[src/rtl/divider_nbym_ctrl.sv]
// Request/response sequencer for the N-by-M restoring divider: drives St/operands,
// collects quotient/remainder/overflow, and adds a divide-by-zero fast path and a completion timeout.
module divider_nbym_ctrl #(
   parameter int DVEND_W = 16,
   parameter int DVSOR_W = 8,
   parameter int TIMEOUT = 31
) (
   input  logic               clk,
   input  logic               rst_n,
   input  logic               req_valid,
   output logic               req_ready,
   input  logic [DVEND_W-1:0] req_dividend,
   input  logic [DVSOR_W-1:0] req_divisor,
   output logic               div_st,
   output logic [DVEND_W-1:0] div_dividend,
   output logic [DVSOR_W-1:0] div_divisor,
   input  logic               div_ready,
   input  logic               div_v,
   input  logic [DVSOR_W-1:0] div_quotient,
   input  logic [DVSOR_W-1:0] div_remainder,
   output logic               rsp_valid,
   input  logic               rsp_ready,
   output logic [DVSOR_W-1:0] rsp_quotient,
   output logic [DVSOR_W-1:0] rsp_remainder,
   output logic               rsp_ovf,
   output logic               rsp_err,
   output logic               busy
);

   localparam int CNT_W = $clog2(TIMEOUT + 1);

   typedef enum logic [1:0] {
      IDLE      = 2'd0,
      START     = 2'd1,
      WAIT_DONE = 2'd2,
      RESP      = 2'd3
   } state_t;

   state_t             state_q, state_d;
   logic [DVEND_W-1:0] dvend_q, dvend_d;
   logic [DVSOR_W-1:0] dvsor_q, dvsor_d;
   logic [CNT_W-1:0]   cnt_q, cnt_d;
   logic               sticky_q, sticky_d;
   logic [DVSOR_W-1:0] quo_q, quo_d;
   logic [DVSOR_W-1:0] rem_q, rem_d;
   logic               ovf_q, ovf_d;
   logic               err_q, err_d;
   logic               timeout_s;

   assign timeout_s = (cnt_q == CNT_W'(TIMEOUT));

   // Next-state and datapath update
   always_comb begin
      state_d  = state_q;
      dvend_d  = dvend_q;
      dvsor_d  = dvsor_q;
      cnt_d    = cnt_q;
      sticky_d = sticky_q;
      quo_d    = quo_q;
      rem_d    = rem_q;
      ovf_d    = ovf_q;
      err_d    = err_q;
      case (state_q)
         IDLE: begin
            if (req_valid) begin
               dvend_d = req_dividend;
               dvsor_d = req_divisor;
               cnt_d   = '0;
               quo_d   = '0;
               rem_d   = '0;
               err_d   = 1'b0;
               if (req_divisor == '0) begin
                  ovf_d   = 1'b1;
                  state_d = RESP;
               end else begin
                  ovf_d   = 1'b0;
                  state_d = START;
               end
            end else begin
               state_d = IDLE;
            end
         end
         START, WAIT_DONE: begin
            // A Roth-style divider flags overflow while still Ready at load time,
            // so the sticky flag also listens during START.
            sticky_d = sticky_q | div_v;
            if (timeout_s) begin
               err_d   = 1'b1;
               ovf_d   = 1'b0;
               quo_d   = '0;
               rem_d   = '0;
               state_d = RESP;
            end else if (div_ready) begin
               cnt_d = cnt_q + CNT_W'(1);
               if (state_q == START) begin
                  state_d = WAIT_DONE;
               end else begin
                  ovf_d   = sticky_d;
                  quo_d   = sticky_d ? '0 : div_quotient;
                  rem_d   = sticky_d ? '0 : div_remainder;
                  state_d = RESP;
               end
            end else begin
               cnt_d = cnt_q + CNT_W'(1);
            end
         end
         RESP: begin
            if (rsp_ready) begin
               sticky_d = 1'b0;
               cnt_d    = '0;
               ovf_d    = 1'b0;
               err_d    = 1'b0;
               quo_d    = '0;
               rem_d    = '0;
               state_d  = IDLE;
            end else begin
               state_d = RESP;
            end
         end
         default: begin
            state_d = IDLE;
         end
      endcase
   end

   // State and datapath registers
   always_ff @(posedge clk or negedge rst_n) begin
      if (!rst_n) begin
         state_q  <= IDLE;
         dvend_q  <= '0;
         dvsor_q  <= '0;
         cnt_q    <= '0;
         sticky_q <= 1'b0;
         quo_q    <= '0;
         rem_q    <= '0;
         ovf_q    <= 1'b0;
         err_q    <= 1'b0;
      end else begin
         state_q  <= state_d;
         dvend_q  <= dvend_d;
         dvsor_q  <= dvsor_d;
         cnt_q    <= cnt_d;
         sticky_q <= sticky_d;
         quo_q    <= quo_d;
         rem_q    <= rem_d;
         ovf_q    <= ovf_d;
         err_q    <= err_d;
      end
   end

   assign req_ready     = (state_q == IDLE);
   assign div_st        = (state_q == START);
   assign rsp_valid     = (state_q == RESP);
   assign busy          = (state_q != IDLE);
   assign div_dividend  = dvend_q;
   assign div_divisor   = dvsor_q;
   assign rsp_quotient  = quo_q;
   assign rsp_remainder = rem_q;
   assign rsp_ovf       = ovf_q;
   assign rsp_err       = err_q;

endmodule
[config.mk]
export PLATFORM = sky130hd
export DESIGN_NAME = divider_nbym_ctrl
export DESIGN_NICKNAME = d
export VERILOG_FILES = /design/src/rtl/divider_nbym_ctrl.sv
export SDC_FILE = /design/constraint.sdc
export NUM_CORES = 1
export LEC_CHECK = 0
export ABC_CLOCK_PERIOD_IN_PS = 2300
export CORE_MARGIN = 5
export CORE_UTILIZATION = 43
export DETAILED_ROUTE_END_ITERATION = 10
export PLACE_DENSITY = 0.8
export SYNTH_ARGS = -nofsm -noshare
export SYNTH_HDL_FRONTEND = slang
export SYNTH_SLANG_ARGS = --single-unit
[constraint.sdc]
create_clock -name clk -period 2.3 [get_ports clk]
set_input_delay 0.23 -clock clk [delete_from_list [all_inputs] [get_ports clk]]
set_output_delay 0.23 -clock clk [all_outputs]
set_load 0.005 [all_outputs]
==> parameters.txt <==
Parameter                              Value

Timing
  Setup tns final    0 ps
  Setup repair after global routing missed its margin    false
  Slew at the pin with the worst max-slew slack    615 ps
  Final hold violations    0
  Period utilisation layout    92.6%
  Final Critical Period    2130 ps
  Final hold slack    24.5 ps
  Slew Limit Fails    0
  Final setup violation count    0
  Peak Freq    470 MHz
  Normalized max-slew margin    59.0%
  Clock Skew    11.3 ps

Clock tree
  Setup fix buffers added after clock tree synthesis    0
  Total CTS buffers    5
  Sink count of the clock tree    50
  Post-CTS Resized    0
  Clock root buffer    clkbuf_8
  Clock transition at the registers of the reported paths    90 ps
  Clock insertion delay at the later pin of the skew report    300 ps
  Maximum clock path buffer count    2
  Hold buffer count at cts    0
  H-tree levels    2
  Clock tree from TritonCTS    done

Yosys
  Synth Cell Area    2310 um2
  FFs w/ async S/R, synth    100%
  Post-Syn Area per Cell    11.9 um2
  Count of distinct cell types in the synthesized netlist    37
  Synthesized net count    246
  Most common flop cell mapped by yosys    dfrtp_1
  Largest family of logic cells by synthesized area    multiplexers
  Sequential share of the synthesized area    54.3%
  Portion of netlist area occupied by mux cells    19.8%
  Synth Warn #    0
  Simple-gate share of the synthesized area    9.88%
  Fraction of the mapped netlist area in compound gates    approximately 6.7%
  Synth Area in Adders    3.80%
  Post-synth EDFFs    0
  Gate count of the mapped netlist    about 190
  Share of the synthesized netlist area taken by xor and xnor gates    0%
  Number of flip-flops and latches in the synthesized netlist    50

Die
  Die extent in x    83.2 um
  Floorplan core area    5170 um2
  Die area    6930 um2
  Effective utilization at floorplan    between 40% and 50%
  I/O Pins    92
  Placement Rows    26
  Floorplan die height    83.2 um

Layout
  Fraction of final layout cells sized beyond drive strength 1    7.59%
  Count of filler cells inserted in the layout    400
  Leading cell type in the layout, fill and taps excluded    clkdlybuf4s50_1
  Register area    1250 um2
  Leading cell types in the layout, fill and taps excluded    90 x clkdlybuf4s50_1, 50 x dfrtp_1, 24 x mux2_1
  Final core occ    66.0%
  Area growth from synthesis to layout    48.0%
  Post-layout net count    342
  Area occupied by multi-input gates    926 um2
  Antenna cells    0

Pwr
  Clock group share of total power    16.0%
  Worst voltage drop across the vdd grid    0.617 mV
  Pwr/cell area    between 1000 and 1500 nW/um2
  Combinational share of power    49.3%
  Internal power consumption    0.00273 W
  Net switching power of the design    around 0.0013 W
  Share of total power consumed by net switching    31.7%
  Static power due to leakage    ~1.5 nW
  Part of the total power dissipated in sequential elements    between 30% and 40%

Hold path
  Min-Delay Path Class    input pin to asynchronous set/reset pin

Critical path
  Endpoint of the most critical register-to-register path    rsp_quotient[1]$_DFFE_PN0P_
  Number of cells traversed by the worst register-to-register path    8
  Setup CP Type    flip-flop to flip-flop
  Data arrival at the endpoint of the critical path    2350 ps
  CP Capture Type    flip-flop
  Maximum fanout along the worst path    16
  Worst R2R Start    cnt_q[0]$_DFFE_PN0P_
  Worst setup startpoint    cnt_q[0]$_DFFE_PN0P_
  Critical Path Source Type    flip-flop
  Reg2reg setup slack    around 170 ps
  Data required time of the critical path    2520 ps

Place
  Port Buffer Count    91
  Routability-driven placement congestion ratio    0.753
  Final HPWL DP    around 4000 um

Route
  Via count    approximately 1,700
  First-pass iteration count of the detailed router    4
  Post-route ant nets    0
  Number of violations reported at the end of detailed-routing iteration 0    67
  Final Routed Wirelength    5200 um
  Final routed wire length divided by cell count    14.5 um
  Post-route DRC    0
  Drt via density    4.71

GRT
  Maximum number of pins on one net before global-route repair    51
  GRT Overall Usage    15.3%
  Global-route wire length before repair    8670 um
  Antenna violations before repair    0
  Global route total overflow    0
  Via count of the first global-routing pass    approximately 1,800

Run
  Number of max-cap violations    0

Outcome
  Status    completed
==> cell usage after synthesis, types with 3 or more instances <==
master   count  area [um2]
dfrtp_1     50        1250
mux2_1      24         270
nand2_1     21        78.8
inv_1       19        71.3
mux2i_1     16         160
ha_1         7        87.6
o21ai_1      6        30.0
a21oi_1      5        25.0
nor2_1       5        18.8
a22o_1       3        26.3
buf_2        3        15.0
o31ai_1      3        22.5
==> how the worst max path moves through the flow <==
stage	end	depth (start not counted)
floorplan	rsp_ovf$_DFFE_PN0P_	8
finish	rsp_quotient[1]$_DFFE_PN0P_	8
global route	rsp_remainder[1]$_DFFE_PN0P_	8
detailed placement	rsp_remainder[2]$_DFFE_PN0P_	8
CTS	rsp_quotient[1]$_DFFE_PN0P_	8
global placement	rsp_quotient[4]$_DFFE_PN0P_	8
==> state kept, by name, summed over array words and instances (netlist names), 2 cells and up <==
name / count
state_q: 2
div_divisor: 8
rsp_remainder: 8
cnt_q: 5
div_dividend: 16
rsp_quotient: 8
==> layout make-up <==
class,instances,share of cell area [%]
Tap cell,70,2.57
Inverter,21,2.31
Timing Repair Buffer,95,27.8
Multi-Input combinational cell,116,27.1
Sequential cell,50,36.7
Clock inverter,2,1.14
Clock buffer,6,2.42
==> cell families (layout without fill, tap and decap cells) <==
logic type / after synthesis / after routing
AOI/OAI and AO/OA: 23 / 23
and+or+nand+nor: 44 / 44
adders and majority gates: 7 / 7
muxes: 42 / 42
DFF: 50 / 50
buffers and inverters: 27 / 124
==> through the flow <==
step	cell area (um2)	worst slack, ps	cells	total power, W
detailed placement	3290	182	352	0.00340
global placement	3290	260	352	0.00335
finish	3410	171	360	0.00400
global route	3410	32.7	360	0.00428
floorplan	2310	280	193	0.00250
CTS	3410	162	360	0.00406
==> layer usage <==
layer / global-route usage [%] / share of wire (%) / vias to the layer above / wire, um
li1: - / - / 839 / -
met3: 3.37 / 5.8 / 7 / 303
met5: 0 / 0 / - / 0
met2: 25.6 / 47 / 55 / 2430
met1: 20.2 / 46 / 796 / 2410
met4: 3.71 / 1.2 / 0 / 65
==> power by group through the flow <==
| stage | sequential, W | clock [W] | combinational [W] |
|---|---|---|---|
| 2_1_floorplan | 0.00142 | 0 | 0.00108 |
| 3_3_place_gp | 0.00139 | 0 | 0.00196 |
| 3_5_place_dp | 0.00141 | 0 | 0.00199 |
| 4_1_cts | 0.00139 | 0.000664 | 0.00201 |
| 5_1_grt | 0.00143 | 0.000706 | 0.00215 |
| 6_report | 0.00139 | 0.000642 | 0.00197 |
==> worst max-delay path, stage by stage, from the launching register on <==
cell     delay [ps]
dfrtp_1         430
ha_1            230
and3_1          200
ha_1            260
or2b_1          260
o21ai_1          80
a21o_1          210
buf_12          190
mux2i_1         200
(Power assumes the default switching activity.)
